## src/rtl/rv_dec_pkg.sv

```systemverilog
// rv_dec_pkg: shared definitions for the RV32I decode stage.
//   - Base-ISA opcode values (OPC_*).
//   - The funct3/funct7 values that the legality checks need.
//   - MRET_WORD: the only SYSTEM encoding that is decoded as mret.
//   - ctrl_t: the control enables produced for one instruction.
//   - dec_t: a fully decoded instruction, with register indices already masked.
//   - hart_width(): width of a hart tag. It is at least 1 bit, even for a single hart.
//   - dec_nop(): the decoded form of addi x0,x0,0.
package rv_dec_pkg;

    localparam logic [6:0] OPC_LOAD   = 7'b0000011;
    localparam logic [6:0] OPC_FENCE  = 7'b0001111;
    localparam logic [6:0] OPC_OP_IMM = 7'b0010011;
    localparam logic [6:0] OPC_AUIPC  = 7'b0010111;
    localparam logic [6:0] OPC_STORE  = 7'b0100011;
    localparam logic [6:0] OPC_OP     = 7'b0110011;
    localparam logic [6:0] OPC_LUI    = 7'b0110111;
    localparam logic [6:0] OPC_BRANCH = 7'b1100011;
    localparam logic [6:0] OPC_JALR   = 7'b1100111;
    localparam logic [6:0] OPC_JAL    = 7'b1101111;
    localparam logic [6:0] OPC_SYSTEM = 7'b1110011;

    localparam logic [2:0] F3_ADD_SUB = 3'b000;
    localparam logic [2:0] F3_SLL     = 3'b001;
    localparam logic [2:0] F3_SRL_SRA = 3'b101;
    localparam logic [2:0] F3_PRIV    = 3'b000;
    localparam logic [2:0] F3_CSR_RSV = 3'b100;

    localparam logic [6:0] F7_BASE = 7'b0000000;
    localparam logic [6:0] F7_ALT  = 7'b0100000;

    localparam logic [31:0] MRET_WORD = 32'h3020_0073;

    typedef struct packed {
        logic rs1_en;
        logic rs2_en;
        logic rd_wr;
        logic mem_en;
        logic mem_wr;
        logic csr_en;
        logic csr_wr;
        logic jump;
        logic branch;
        logic mret;
        logic illegal;
    } ctrl_t;

    typedef struct packed {
        logic [6:0]  opcode;
        logic [4:0]  rd;
        logic [4:0]  rs1;
        logic [4:0]  rs2;
        logic [2:0]  funct3;
        logic [6:0]  funct7;
        ctrl_t       ctrl;
        logic [31:0] imm;
    } dec_t;

    function automatic int hart_width(input int n);
        return (n > 1) ? $clog2(n) : 1;
    endfunction

    function automatic dec_t dec_nop();
        dec_t d;
        d        = '0;
        d.opcode = OPC_OP_IMM;
        return d;
    endfunction

endpackage

```

## src/rtl/rv_dec_stage_mt_if.sv

```systemverilog
// rv_dec_stage_mt_if: fetch-side and regfile-side handshake bundle of the decode stage.
//   Fetch side : in_valid, in_ready, in_inst, in_hart, in_pc.
//   Flush      : flush_hart is a per-hart kill mask.
//   Output side: out_valid, out_ready and every decoded out_* field.
// Modports:
//   slave  - the decode stage itself.
//   master - the environment that drives fetch and flush and consumes the output.
// Both sides use valid/ready handshakes. A beat transfers on a rising clock edge where
// valid && ready. Once valid is raised, the payload holds steady until that transfer happens.
// The only exception is a flush of the payload's hart, which withdraws the beat.
interface rv_dec_stage_mt_if #(
    parameter int NUM_HARTS = 4,
    parameter int XLEN      = 32
);
    localparam int HART_W = (NUM_HARTS > 1) ? $clog2(NUM_HARTS) : 1;

    logic                 in_valid;
    logic                 in_ready;
    logic [31:0]          in_inst;
    logic [HART_W-1:0]    in_hart;
    logic [XLEN-1:0]      in_pc;
    logic [NUM_HARTS-1:0] flush_hart;

    logic                 out_valid;
    logic                 out_ready;
    logic [HART_W-1:0]    out_hart;
    logic [XLEN-1:0]      out_pc;
    logic [6:0]           out_opcode;
    logic [4:0]           out_rd;
    logic [4:0]           out_rs1;
    logic [4:0]           out_rs2;
    logic [2:0]           out_funct3;
    logic [6:0]           out_funct7;
    logic                 out_rs1_en;
    logic                 out_rs2_en;
    logic                 out_rd_wr;
    logic                 out_mem_en;
    logic                 out_mem_wr;
    logic                 out_csr_en;
    logic                 out_csr_wr;
    logic                 out_jump;
    logic                 out_branch;
    logic                 out_mret;
    logic [XLEN-1:0]      out_imm;
    logic                 out_illegal;

    modport slave (
        input  in_valid, in_inst, in_hart, in_pc, flush_hart, out_ready,
        output in_ready, out_valid, out_hart, out_pc, out_opcode, out_rd, out_rs1, out_rs2,
               out_funct3, out_funct7, out_rs1_en, out_rs2_en, out_rd_wr, out_mem_en,
               out_mem_wr, out_csr_en, out_csr_wr, out_jump, out_branch, out_mret,
               out_imm, out_illegal
    );

    modport master (
        output in_valid, in_inst, in_hart, in_pc, flush_hart, out_ready,
        input  in_ready, out_valid, out_hart, out_pc, out_opcode, out_rd, out_rs1, out_rs2,
               out_funct3, out_funct7, out_rs1_en, out_rs2_en, out_rd_wr, out_mem_en,
               out_mem_wr, out_csr_en, out_csr_wr, out_jump, out_branch, out_mret,
               out_imm, out_illegal
    );

endinterface

```

## src/rtl/rv_dec_ctrl.sv

```systemverilog
// rv_dec_ctrl: purely combinational RV32I decoder.
//   inst (in, 32)   : the instruction word.
//   dec  (out, dec_t): raw opcode, funct3 and funct7; the control enables; the immediate.
//     - The immediate is sign-extended and chosen by opcode. R-type gives 0.
//     - A register index is forced to 0 when its enable is off. Later hazard logic can then
//       compare indices without also checking the enables.
//     - An illegal encoding clears every enable and leaves only the illegal flag set.
module rv_dec_ctrl
    import rv_dec_pkg::*;
(
    input  logic [31:0] inst,
    output dec_t        dec
);

    logic [6:0]  opc;
    logic [2:0]  f3;
    logic [6:0]  f7;
    logic [31:0] imm_i, imm_s, imm_b, imm_u, imm_j;
    ctrl_t       c;
    logic [31:0] imm;

    assign opc = inst[6:0];
    assign f3  = inst[14:12];
    assign f7  = inst[31:25];

    assign imm_i = {{20{inst[31]}}, inst[31:20]};
    assign imm_s = {{20{inst[31]}}, inst[31:25], inst[11:7]};
    assign imm_b = {{19{inst[31]}}, inst[31], inst[7], inst[30:25], inst[11:8], 1'b0};
    assign imm_u = {inst[31:12], 12'b0};
    assign imm_j = {{11{inst[31]}}, inst[31], inst[19:12], inst[20], inst[30:21], 1'b0};

    always_comb begin
        c   = '0;
        imm = '0;
        case (opc)
            OPC_LOAD: begin
                c.rs1_en  = 1'b1;
                c.rd_wr   = 1'b1;
                c.mem_en  = 1'b1;
                imm       = imm_i;
                c.illegal = (f3 == 3'b011) || (f3 == 3'b110) || (f3 == 3'b111);
            end
            OPC_STORE: begin
                c.rs1_en  = 1'b1;
                c.rs2_en  = 1'b1;
                c.mem_en  = 1'b1;
                c.mem_wr  = 1'b1;
                imm       = imm_s;
                c.illegal = (f3 >= 3'b011);
            end
            OPC_OP_IMM: begin
                c.rs1_en = 1'b1;
                c.rd_wr  = 1'b1;
                imm      = imm_i;
                // Shift-immediate forms reuse the funct7 slot and must carry a valid shift type.
                if (f3 == F3_SLL)
                    c.illegal = (f7 != F7_BASE);
                else if (f3 == F3_SRL_SRA)
                    c.illegal = (f7 != F7_BASE) && (f7 != F7_ALT);
            end
            OPC_OP: begin
                c.rs1_en  = 1'b1;
                c.rs2_en  = 1'b1;
                c.rd_wr   = 1'b1;
                // Only SUB and SRA use the alternate funct7.
                c.illegal = !((f7 == F7_BASE) ||
                              ((f7 == F7_ALT) && ((f3 == F3_ADD_SUB) || (f3 == F3_SRL_SRA))));
            end
            OPC_LUI, OPC_AUIPC: begin
                c.rd_wr = 1'b1;
                imm     = imm_u;
            end
            OPC_JAL: begin
                c.rd_wr = 1'b1;
                c.jump  = 1'b1;
                imm     = imm_j;
            end
            OPC_JALR: begin
                c.rs1_en = 1'b1;
                c.rd_wr  = 1'b1;
                c.jump   = 1'b1;
                imm      = imm_i;
            end
            OPC_BRANCH: begin
                c.rs1_en  = 1'b1;
                c.rs2_en  = 1'b1;
                c.branch  = 1'b1;
                imm       = imm_b;
                c.illegal = (f3 == 3'b010) || (f3 == 3'b011);
            end
            OPC_FENCE: begin
                imm = imm_i;
            end
            OPC_SYSTEM: begin
                imm = imm_i;
                if (f3 == F3_PRIV) begin
                    c.mret = (inst == MRET_WORD);
                end else if (f3 == F3_CSR_RSV) begin
                    c.illegal = 1'b1;
                end else begin
                    c.csr_en = 1'b1;
                    c.rd_wr  = 1'b1;
                    // For the immediate CSR forms the rs1 field holds uimm, not a register.
                    c.rs1_en = !f3[2];
                    // CSRRW/CSRRWI always write. Set and clear forms skip the write when the
                    // source is x0 or uimm 0, so a read-only CSR can be read without a fault.
                    c.csr_wr = (f3[1:0] == 2'b01) || (inst[19:15] != 5'd0);
                end
            end
            default: begin
                c.illegal = 1'b1;
            end
        endcase

        if (inst[1:0] != 2'b11)
            c.illegal = 1'b1;

        if (c.illegal) begin
            c         = '0;
            c.illegal = 1'b1;
        end
    end

    always_comb begin
        dec        = '0;
        dec.opcode = opc;
        dec.funct3 = f3;
        dec.funct7 = f7;
        dec.rd     = c.rd_wr  ? inst[11:7]  : 5'd0;
        dec.rs1    = c.rs1_en ? inst[19:15] : 5'd0;
        dec.rs2    = c.rs2_en ? inst[24:20] : 5'd0;
        dec.ctrl   = c;
        dec.imm    = imm;
    end

endmodule

```

## src/rtl/rv_dec_stage_mt.sv

```systemverilog
// rv_dec_stage_mt: registered, handshaked RV32I decode stage for the multithreaded core.
//   clk  (in) : core clock.
//   rst  (in) : synchronous, active-high reset.
//   bus  (rv_dec_stage_mt_if.slave):
//     - fetch input : in_valid, in_ready, in_inst, in_hart, in_pc.
//     - flush       : flush_hart, a per-hart kill mask.
//     - output      : out_valid, out_ready, and the decoded out_* fields.
// An accepted word appears on out_* one cycle later. The output holds while stalled.
// A flush of a hart discards that hart's words, both at the input and in the stage.
// Optional build macro RV_DEC_SKID_EN:
//   - Adds a skid register.
//   - in_ready becomes a registered !skid_full, so there is no combinational path from
//     out_ready to in_ready.
//   - Without the macro, in_ready is combinational: !out_valid || out_ready || flush of out_hart.
module rv_dec_stage_mt
    import rv_dec_pkg::*;
#(
    parameter int NUM_HARTS = 4,
    parameter int XLEN      = 32
) (
    input  logic             clk,
    input  logic             rst,
    rv_dec_stage_mt_if.slave bus
);

    localparam int HART_W = hart_width(NUM_HARTS);

    if (XLEN != 32) begin : g_xlen_chk
        $error("rv_dec_stage_mt: only XLEN=32 is supported");
    end

    typedef struct packed {
        logic [HART_W-1:0] hart;
        logic [XLEN-1:0]   pc;
        dec_t              dec;
    } entry_t;

    // A hart tag outside 0..NUM_HARTS-1 can never be flushed.
    function automatic logic hart_flushed(input logic [NUM_HARTS-1:0] mask,
                                          input logic [HART_W-1:0]    hart);
        logic hit;
        hit = 1'b0;
        for (int i = 0; i < NUM_HARTS; i++)
            if (hart == HART_W'(i)) hit = mask[i];
        return hit;
    endfunction

    dec_t   in_dec;
    entry_t in_entry;
    entry_t out_q;
    logic   out_valid_q;
    logic   out_kill;
    logic   in_cap;

    rv_dec_ctrl u_ctrl (
        .inst (bus.in_inst),
        .dec  (in_dec)
    );

    assign in_entry = '{hart: bus.in_hart, pc: bus.in_pc, dec: in_dec};
    assign out_kill = out_valid_q && hart_flushed(bus.flush_hart, out_q.hart);
    // A word from a hart being flushed is still handshaked, but it is never stored.
    assign in_cap   = bus.in_valid && bus.in_ready && !hart_flushed(bus.flush_hart, bus.in_hart);

`ifdef RV_DEC_SKID_EN
    entry_t skid_q;
    logic   skid_valid_q;
    logic   skid_kill;
    logic   out_free;

    assign skid_kill    = skid_valid_q && hart_flushed(bus.flush_hart, skid_q.hart);
    assign out_free     = !out_valid_q || bus.out_ready || out_kill;
    assign bus.in_ready = !skid_valid_q;

    always_ff @(posedge clk) begin
        if (rst) begin
            out_valid_q  <= 1'b0;
            skid_valid_q <= 1'b0;
            out_q        <= '{hart: '0, pc: '0, dec: dec_nop()};
            skid_q       <= '{hart: '0, pc: '0, dec: dec_nop()};
        end else if (out_free) begin
            // The skid entry is older than anything arriving now, so it goes out first.
            // in_ready is low while the skid is full, so no input can arrive on that path.
            if (skid_valid_q && !skid_kill) begin
                out_q       <= skid_q;
                out_valid_q <= 1'b1;
            end else if (in_cap) begin
                out_q       <= in_entry;
                out_valid_q <= 1'b1;
            end else begin
                out_valid_q <= 1'b0;
            end
            skid_valid_q <= 1'b0;
        end else begin
            if (in_cap) begin
                skid_q       <= in_entry;
                skid_valid_q <= 1'b1;
            end else if (skid_kill) begin
                skid_valid_q <= 1'b0;
            end
        end
    end
`else
    assign bus.in_ready = !out_valid_q || bus.out_ready || out_kill;

    always_ff @(posedge clk) begin
        if (rst) begin
            out_valid_q <= 1'b0;
            out_q       <= '{hart: '0, pc: '0, dec: dec_nop()};
        end else if (in_cap) begin
            out_q       <= in_entry;
            out_valid_q <= 1'b1;
        end else if (bus.out_ready || out_kill) begin
            out_valid_q <= 1'b0;
        end
    end
`endif

    assign bus.out_valid   = out_valid_q;
    assign bus.out_hart    = out_q.hart;
    assign bus.out_pc      = out_q.pc;
    assign bus.out_opcode  = out_q.dec.opcode;
    assign bus.out_rd      = out_q.dec.rd;
    assign bus.out_rs1     = out_q.dec.rs1;
    assign bus.out_rs2     = out_q.dec.rs2;
    assign bus.out_funct3  = out_q.dec.funct3;
    assign bus.out_funct7  = out_q.dec.funct7;
    assign bus.out_rs1_en  = out_q.dec.ctrl.rs1_en;
    assign bus.out_rs2_en  = out_q.dec.ctrl.rs2_en;
    assign bus.out_rd_wr   = out_q.dec.ctrl.rd_wr;
    assign bus.out_mem_en  = out_q.dec.ctrl.mem_en;
    assign bus.out_mem_wr  = out_q.dec.ctrl.mem_wr;
    assign bus.out_csr_en  = out_q.dec.ctrl.csr_en;
    assign bus.out_csr_wr  = out_q.dec.ctrl.csr_wr;
    assign bus.out_jump    = out_q.dec.ctrl.jump;
    assign bus.out_branch  = out_q.dec.ctrl.branch;
    assign bus.out_mret    = out_q.dec.ctrl.mret;
    assign bus.out_imm     = out_q.dec.imm;
    assign bus.out_illegal = out_q.dec.ctrl.illegal;

endmodule

```

## src/flat_wrapper.sv

```systemverilog
// flat-port wrapper written by rule: the top's interface ports become plain ports
module rv_dec_stage_mt_flat import rv_dec_pkg::*;
#(
    parameter int NUM_HARTS = 4,
    parameter int XLEN      = 32
)
  (clk, rst, bus_in_valid, bus_in_inst, bus_in_hart, bus_in_pc, bus_flush_hart, bus_out_ready, bus_in_ready, bus_out_valid, bus_out_hart, bus_out_pc, bus_out_opcode, bus_out_rd, bus_out_rs1, bus_out_rs2, bus_out_funct3, bus_out_funct7, bus_out_rs1_en, bus_out_rs2_en, bus_out_rd_wr, bus_out_mem_en, bus_out_mem_wr, bus_out_csr_en, bus_out_csr_wr, bus_out_jump, bus_out_branch, bus_out_mret, bus_out_imm, bus_out_illegal);
  rv_dec_stage_mt_if #(.NUM_HARTS(NUM_HARTS), .XLEN(XLEN)) bus_i ();
  input  logic clk;
  input  logic rst;
  input wire logic [$bits(bus_i.in_valid)-1:0] bus_in_valid;
  input wire logic [$bits(bus_i.in_inst)-1:0] bus_in_inst;
  input wire logic [$bits(bus_i.in_hart)-1:0] bus_in_hart;
  input wire logic [$bits(bus_i.in_pc)-1:0] bus_in_pc;
  input wire logic [$bits(bus_i.flush_hart)-1:0] bus_flush_hart;
  input wire logic [$bits(bus_i.out_ready)-1:0] bus_out_ready;
  output wire logic [$bits(bus_i.in_ready)-1:0] bus_in_ready;
  output wire logic [$bits(bus_i.out_valid)-1:0] bus_out_valid;
  output wire logic [$bits(bus_i.out_hart)-1:0] bus_out_hart;
  output wire logic [$bits(bus_i.out_pc)-1:0] bus_out_pc;
  output wire logic [$bits(bus_i.out_opcode)-1:0] bus_out_opcode;
  output wire logic [$bits(bus_i.out_rd)-1:0] bus_out_rd;
  output wire logic [$bits(bus_i.out_rs1)-1:0] bus_out_rs1;
  output wire logic [$bits(bus_i.out_rs2)-1:0] bus_out_rs2;
  output wire logic [$bits(bus_i.out_funct3)-1:0] bus_out_funct3;
  output wire logic [$bits(bus_i.out_funct7)-1:0] bus_out_funct7;
  output wire logic [$bits(bus_i.out_rs1_en)-1:0] bus_out_rs1_en;
  output wire logic [$bits(bus_i.out_rs2_en)-1:0] bus_out_rs2_en;
  output wire logic [$bits(bus_i.out_rd_wr)-1:0] bus_out_rd_wr;
  output wire logic [$bits(bus_i.out_mem_en)-1:0] bus_out_mem_en;
  output wire logic [$bits(bus_i.out_mem_wr)-1:0] bus_out_mem_wr;
  output wire logic [$bits(bus_i.out_csr_en)-1:0] bus_out_csr_en;
  output wire logic [$bits(bus_i.out_csr_wr)-1:0] bus_out_csr_wr;
  output wire logic [$bits(bus_i.out_jump)-1:0] bus_out_jump;
  output wire logic [$bits(bus_i.out_branch)-1:0] bus_out_branch;
  output wire logic [$bits(bus_i.out_mret)-1:0] bus_out_mret;
  output wire logic [$bits(bus_i.out_imm)-1:0] bus_out_imm;
  output wire logic [$bits(bus_i.out_illegal)-1:0] bus_out_illegal;
  assign bus_i.in_valid = bus_in_valid;
  assign bus_i.in_inst = bus_in_inst;
  assign bus_i.in_hart = bus_in_hart;
  assign bus_i.in_pc = bus_in_pc;
  assign bus_i.flush_hart = bus_flush_hart;
  assign bus_i.out_ready = bus_out_ready;
  assign bus_in_ready = bus_i.in_ready;
  assign bus_out_valid = bus_i.out_valid;
  assign bus_out_hart = bus_i.out_hart;
  assign bus_out_pc = bus_i.out_pc;
  assign bus_out_opcode = bus_i.out_opcode;
  assign bus_out_rd = bus_i.out_rd;
  assign bus_out_rs1 = bus_i.out_rs1;
  assign bus_out_rs2 = bus_i.out_rs2;
  assign bus_out_funct3 = bus_i.out_funct3;
  assign bus_out_funct7 = bus_i.out_funct7;
  assign bus_out_rs1_en = bus_i.out_rs1_en;
  assign bus_out_rs2_en = bus_i.out_rs2_en;
  assign bus_out_rd_wr = bus_i.out_rd_wr;
  assign bus_out_mem_en = bus_i.out_mem_en;
  assign bus_out_mem_wr = bus_i.out_mem_wr;
  assign bus_out_csr_en = bus_i.out_csr_en;
  assign bus_out_csr_wr = bus_i.out_csr_wr;
  assign bus_out_jump = bus_i.out_jump;
  assign bus_out_branch = bus_i.out_branch;
  assign bus_out_mret = bus_i.out_mret;
  assign bus_out_imm = bus_i.out_imm;
  assign bus_out_illegal = bus_i.out_illegal;
  rv_dec_stage_mt #(.NUM_HARTS(NUM_HARTS), .XLEN(XLEN)) u_core (.clk(clk), .rst(rst), .bus(bus_i));
endmodule
```

## config.mk

```make
export PLATFORM = sky130hd
export DESIGN_NAME = rv_dec_stage_mt_flat
export DESIGN_NICKNAME = d
export VERILOG_FILES = /design/src/rtl/rv_dec_pkg.sv /design/src/rtl/rv_dec_stage_mt_if.sv /design/src/rtl/rv_dec_ctrl.sv /design/src/rtl/rv_dec_stage_mt.sv /design/src/flat_wrapper.sv
export SDC_FILE = /design/constraint.sdc
export NUM_CORES = 1
export LEC_CHECK = 0
export CAP_MARGIN = 5
export CORE_MARGIN = 2
export CORE_UTILIZATION = 47
export DETAILED_ROUTE_END_ITERATION = 10
export PLACE_DENSITY_LB_ADDON = 0.12
export SLEW_MARGIN = 40
export SYNTH_ARGS = -nofsm -noshare
export SYNTH_HDL_FRONTEND = slang
export SYNTH_SLANG_ARGS = --single-unit
```

## constraint.sdc

```tcl
create_clock -name clk -period 4.92 [get_ports clk]
set_input_delay 0.492 -clock clk [delete_from_list [all_inputs] [get_ports clk]]
set_output_delay 0.492 -clock clk [all_outputs]
set_load 0.05 [all_outputs]
```

Yosys cells after proc, flatten, opt, wreduce, memory -nomap -nowiden:

Index checks and enable logic that the tools add are counted.
Widths: inputs -> output; s select.

* bits in registers: 110
* latch bits: 0
* bits in writable memories: 0
* bits in read-only memories: 0
* input port bits: 74
* output and inout bits: 111
* memories: 0

* $add $sub $neg: 0
* $mul: 0
* div/mod/pow operators: 0
* magnitude comparators: 1
* eq/ne operators: 29
* shift operators: 0
* muxes and demuxes: 37
* bitwise operators: 0
* reduce and logical (&&, ||, !) cells: 33

Operator list (count)
* $pmux 32 s5: 1
* $eq 32x30->1 const B: 1
* $eq 7x6->1 const B: 4
* $eq 7x7->1 const B: 4
* $mux 1: 26
* $mux 5: 3
* $eq 7x5->1 const B: 2
* $eq 3x3->1 const B: 4
* $mux 11: 1
* $reduce_or 5->1: 2
* $logic_or 1x1->1: 9
* $eq 2x2->1 const B: 4
* $eq 7x2->1 const B: 1
* $eq 7x4->1 const B: 1
* $logic_not 7->1: 1
* $ne 7x6->1 const B: 1
* $pmux 1 s7: 1
* $reduce_bool 7->1: 1
* $reduce_or 7->1: 1
* $eq 2x1->1 const B: 3
* $eq 3x2->1 const B: 2
* $mux 2: 3
* $reduce_or 2->1: 3
* $reduce_or 6->1: 1
* 11 further kinds: 20

Longest topological paths before layout:

* depth in word-level cells: 10
* gate-level depth with buffers: 8
* mapped depth without buffers: 5

Modules after synthesis:

A second synthesis with hierarchy kept.

* cell total of the unflattened synthesis: 659
* area, all modules: 6048.3 um^2

By module, submodules not included
* rv_dec_stage_mt: instances 1, cells each 485, area an instance 4913.5 um^2
* rv_dec_ctrl: instances 1, cells each 174, area an instance 1134.8 um^2

Least setup slack after synthesis:

No wires, ideal clock.

* path type: register -> register
* start: register u_core.out_q, in the netlist u_core.bus.out_hart[1]
* end: register u_core.out_q, in the netlist u_core.bus.out_rd[3]
* library setup time: 101 ps
* data arrival time: 2185 ps
* slack: 2634 ps
* cell stages (with the launch flop): 8
* path buffers: 2
* clock period less this slack: 2286 ps
* cells stage by stage: dfxtp_1 mux2i_1 a22oi_1 buf_2 and2_1 nand3_1 buf_1 o41ai_1

* cells in the longest elaborated chain, start to end: 9

Ends and longest elaborated chain
* from (decl): RTL line rv_dec_stage_mt.sv:50 `entry_t out_q;`
* from (signal assigned): RTL line rv_dec_stage_mt.sv:109 `out_q <= '{hart: '0, pc: '0, dec: dec_nop()};`
* from (signal assigned): RTL line rv_dec_stage_mt.sv:111 `out_q <= in_entry;`
* $logic_not 2->1: RTL line rv_dec_stage_mt.sv:44 `if (hart == HART_W'(i)) hit = mask[i];`
* $mux 1 (3 in series): RTL line rv_dec_stage_mt.sv:44
* $mux 1 *: RTL line rv_dec_stage_mt.sv:44
* $logic_and 1x1->1 *: RTL line rv_dec_stage_mt.sv:61 `assign out_kill = out_valid_q && hart_flushed(bus.flush_hart, out_q.hart);`
* $logic_or 1x1->1 *: RTL line rv_dec_stage_mt.sv:104 `assign bus.in_ready = !out_valid_q || bus.out_ready || out_kill;`
* named net bus_in_ready: RTL line flat_wrapper.sv:17 `output wire logic [$bits(bus_i.in_ready)-1:0] bus_in_ready;`
* $logic_and 1x1->1 * (2 in series): RTL line rv_dec_stage_mt.sv:63 `assign in_cap = bus.in_valid && bus.in_ready && !hart_flushed(bus.flush_hart, bus.in_hart);`

Mark *: on every way through the listed nets, which the timed path passes. The rest lies on a longest branch.
A chain may end at the register's enable or synchronous reset.

Worst setup path after layout:

* start: input port bus_out_ready
* end: output port bus_in_ready

* cells in the longest elaborated chain, start to end: 2

Ends and longest elaborated chain
* from (decl): RTL line flat_wrapper.sv:16 `input wire logic [$bits(bus_i.out_ready)-1:0] bus_out_ready;`
* $logic_or 1x1->1 (2 in series): RTL line rv_dec_stage_mt.sv:104
* to (decl): RTL line flat_wrapper.sv:17

No other way between the ends.

==> results by stage <==
Worst setup path:
- Along the worst path, the maximum fanout reaches 4.
- The number of buffers and inverters on the critical path is 2.
- The worst setup path is captured at an output pin.
- The signal on the critical path passes through clkdlybuf4s50_1, and3b_1, a22oi_1, clkdlybuf4s50_1.
- In this run the number of cells on the critical path is 4.
- The reg-to-reg critical path startpoint is u_core.bus.out_hart[0].
- The number of cells on the worst reg-to-reg path is 7.
- STA puts the critical path data arrival time at roughly 2.6 ns.
- The worst flop-to-flop path endpoint is u_core.bus.out_illegal.
- The largest individual stage delay along the critical path comes from the cell clkdlybuf4s50_1.
- Following the worst setup path forward leads to its endpoint at bus_in_ready.
- Tracing the worst setup path back leads to its startpoint at bus_out_ready.
- The required time of the critical path is roughly 4.4 ns.
- The most repeated library cell on the critical path is clkdlybuf4s50_1.
- The cell family with the largest share of critical-path delay is buffers and inverters.
- The startpoint type of the worst setup path is a primary input.
- The critical path in this run is classified as in -> out.
- The worst setup slack for register-to-register paths is 2.35 ns.
- In this design, the stage delay of the slowest critical-path cell is about 0.9 ns.

Synth:
- The mapped cell area is approximately 4600 µm².
- The number of distinct library cells after synthesis is 57.
- The synthesized netlist net count is roughly 660.
- The number of enable flip-flop cells after synthesis is 0.
- The number of synthesized register bits is 110.
- The number of cells produced by synthesis is 589.
- Of the synthesized area, sequential elements account for a little under half.
- The average size of a mapped cell is roughly 7.9 µm².
- The number of synthesis warnings is 0.
- Of all flip-flops after synthesis, the portion carrying an async set or reset was 0%.
- In the synthesized netlist the dominant register cell turns out to be dfxtp_1.

Layout:
- 0 antenna diodes ended up in the layout.
- In the final layout, the share of cells above drive strength 1 is under 10%.
- At the end of the flow, the number of nets in the layout was 815.
- The count of fill cells added during filler insertion is around 800.
- Relative to the synthesized area, the layout overhead comes to 44.2%.

Timing:
- Headroom to the max-slew limit came out at between 40% and 50%.
- Summed over all failing endpoints, the final setup total negative slack is 0 ns.
- After layout, the worst path uses ~62% of the clock period.
- Across the routed clock network, the largest skew measured is ~0.011 ns.
- The final count of negative-setup-slack endpoints is 0.
- For this run, the top clock speed supported by timing is 0.329 GHz.
- Setup repair after global routing left no endpoint under its margin.
- The max-slew violation total from the final report is 0.
- For the pin with the worst max-slew slack, the measured transition is 0.786 ns.
- Subtracting the final worst setup slack from the clock period gives slightly above 3 ns.
- The final count of hold timing violations is 0.
- Final hold analysis gives a worst-case slack of around 0.46 ns.

Clock tree:
- The clock-pin transition on the worst setup and hold timing paths is around 0.1 ns.
- The clock latency reported for the late side of the worst-skew pair is about 0.37 ns.
- The CTS buffer count is 9.
- The post-cts resize count is 0.
- Counting along the longest clock path gives a buffer depth of 2.
- The quantity of hold-fixing buffers added after cts is 0.
- The sink count of the clock tree is 110.
- The CTS root buffer is clkbuf_8.
- CTS built an H-tree with a depth of 3.
- The number of buffers inserted to repair setup after CTS is 0.
- The CTS tree is yes.

Detailed routing:
- The first TritonRoute pass finished after 5 iterations.
- The remaining number of nets flagged by the antenna check after routing is 0.
- Dividing the detail-routed via count by the number of cells gives 5.54.
- Dividing the detail-routed wire length by the instance count gives between 15 and 20 µm.
- The DRC violation total after the first TritonRoute iteration is 217.
- The DRC violation count after routing is 0.
- The total detailed-routing wirelength is 14300 µm.
- The routed layout has around 4900 vias.

Global routing:
- The via count of the first global-routing pass is 4473.
- Entering global routing, the biggest net connects just under 70 pins.
- The number of antenna violations at the first check in global routing is 0.
- The overall global routing resource usage is 25.6%.
- The first-pass GRT wire length is about 22000 µm.
- The remaining global-route overflow is 0.

Floorplanning:
- The floorplan step defined a core boundary enclosing roughly 9700 µm².
- The y dimension of the die is between 100 and 150 µm.
- Row generation in the floorplan step produced 36 rows.
- The horizontal die dimension is ~100 µm.
- In this run the count of I/O pins placed on the die edge is 185.
- The floorplan step defined a die boundary enclosing between 10000 and 15000 µm².
- The initial core utilization is 47.9%.

Flow run:
- The tool flagged a number of max-cap violations equal to 0.

Worst hold path:
- The worst min-delay path category is reg -> reg.

Pwr:
- The leakage power figure is roughly 0.0023 µW.
- The maximum vdd drop is roughly 160 µV.
- For this design the ratio of total power to cell area is 270 nW/µm².

Outcome:
- The run finished with clean final reports.

Place:
- Detailed placement ended at an HPWL of approximately 10000 µm.
- The routability congestion estimate is ~0.91.
- Buffers placed on the I/O ports in this run total between 150 and 200.
-- metrics by stage --
stage                     cells  util, %  setup WS, ns  power [µW]  area (µm²)
after floorplan             589        -          2.63        1170        4640
after global placement      861     66.9          1.32        1310        6480
after detailed placement    863     67.2          1.71        1320        6500
after CTS                   879     69.0          1.86        1820        6680
after global routing        879     69.0          1.80        1880        6680
final                       879     69.0          1.88        1810        6680
-- flip-flops by register name, summed over array words and instances (netlist names), 2 cells and up --
name                   flops
u_core.bus.out_rs1         5
u_core.bus.out_funct3      3
u_core.bus.out_hart        2
u_core.bus.out_rd          5
u_core.bus.out_rs2         5
u_core.bus.out_imm        32
u_core.bus.out_funct7      7
u_core.bus.out_opcode      7
u_core.bus.out_pc         32
-- worst min-delay path by stage --
stage,startpoint,to,slack (ns),cells past startpoint
2_1_floorplan,bus_in_inst[21],u_core.bus.out_imm[1],0.61,1
3_3_place_gp,u_core.bus.out_rd[1],u_core.bus.out_rd[1],0.43,2
3_5_place_dp,u_core.bus.out_imm[23],u_core.bus.out_imm[23],0.44,2
4_1_cts,u_core.bus.out_funct7[5],u_core.bus.out_funct7[5],0.46,2
5_1_grt,u_core.bus.out_pc[7],u_core.bus.out_pc[7],0.48,2
6_report,u_core.bus.out_funct7[5],u_core.bus.out_funct7[5],0.46,2
-- per-layer routing --
| layer | share of wire, % | track usage [%] | vias to the layer above |
|---|---|---|---|
| met5 | 0 | 0 | - |
| met4 | 2.9 | 10.9 | 0 |
| li1 | - | - | 2337 |
| met2 | 48 | 42.2 | 218 |
| met3 | 7.1 | 4.57 | 38 |
| met1 | 42 | 33.1 | 2276 |
-- cells in the final DEF (no fill, tap or decap), drive strengths merged, types with 3 or more instances in the layout --
cell	synthesis	routed
a211oi	4	4
a21oi	82	82
a2bb2oi	9	9
and3b	4	4
and4	5	5
buf	14	5
clkbuf	33	12
clkdlybuf4s50	0	183
clkinvlp	0	3
dfxtp	110	110
inv	15	16
nand2	164	164
nand2b	7	7
nand3	16	16
nand3b	3	3
nand4	6	6
nor2	8	8
nor2b	4	4
nor3	3	3
nor3b	3	3
nor4	3	3
o21ai	42	42
o2bb2ai	4	4
o31ai	3	3
o41ai	10	10
or2	3	3
-- worst register-to-register path: stages (launching register included) --
cell     delay (ns)
dfxtp_1        0.35
and3b_1        0.18
a22oi_1        0.49
buf_2          0.31
and2_2         0.18
buf_4          0.51
nand2_1        0.17
o31a_1         0.28
-- layout make-up --
cell class | count | area [µm²] | area share, %
clock inverters | 4 | 31.3 | 0.468
flip-flops and latches | 110 | 2200 | 32.9
clock buffers | 12 | 145 | 2.17
multi-input cells | 417 | 2210 | 33.1
repair buffers | 188 | 1870 | 28.0
inverters | 15 | 56.3 | 0.842
well taps | 133 | 166 | 2.49
-- cell usage after synthesis, types with 2 or more instances --
library cell | count | area share, %
nand2_1 | 164 | 13
dfxtp_1 | 110 | 48
a21oi_1 | 82 | 8.9
o21ai_0 | 42 | 4.5
clkbuf_1 | 33 | 2.7
nand3_1 | 16 | 1.7
inv_1 | 15 | 1.2
o41ai_1 | 10 | 1.9
a2bb2oi_1 | 9 | 1.7
buf_1 | 8 | 0.65
nor2_1 | 8 | 0.65
nand2b_1 | 7 | 0.94
nand4_1 | 6 | 0.81
and4_1 | 5 | 0.94
buf_2 | 5 | 0.54
a211oi_1 | 4 | 0.65
and3b_1 | 4 | 0.76
nor2b_1 | 4 | 0.54
o2bb2ai_1 | 4 | 0.76
nand3b_1 | 3 | 0.49
nor3b_1 | 3 | 0.49
nor4_1 | 3 | 0.40
o31ai_1 | 3 | 0.49
or2_2 | 3 | 0.40
and2_1 | 2 | 0.27
mux2_2 | 2 | 0.49
mux2i_1 | 2 | 0.43
nor3_1 | 2 | 0.22
nor4b_1 | 2 | 0.38
-- cells by family (layout without fill, tap and decap cells) --
group / after synthesis / in the layout / synth area share, %
flops: 110 / 110 / 47.5
simple gates: 241 / 241 / 24.0
xor+xnor: 2 / 2 / 0.378
mux: 4 / 4 / 0.918
compound gates: 170 / 170 / 21.9
buf+inv: 62 / 219 / 5.32
-- power breakdown --
part	switching, µW	internal, µW	leakage [µW]
sequential	14.3	917	0.000892
combinational	233	139	0.00131
clock	302	201	0.0000792
total	550	1260	0.00228
Power figures use the tool's default switching activity.
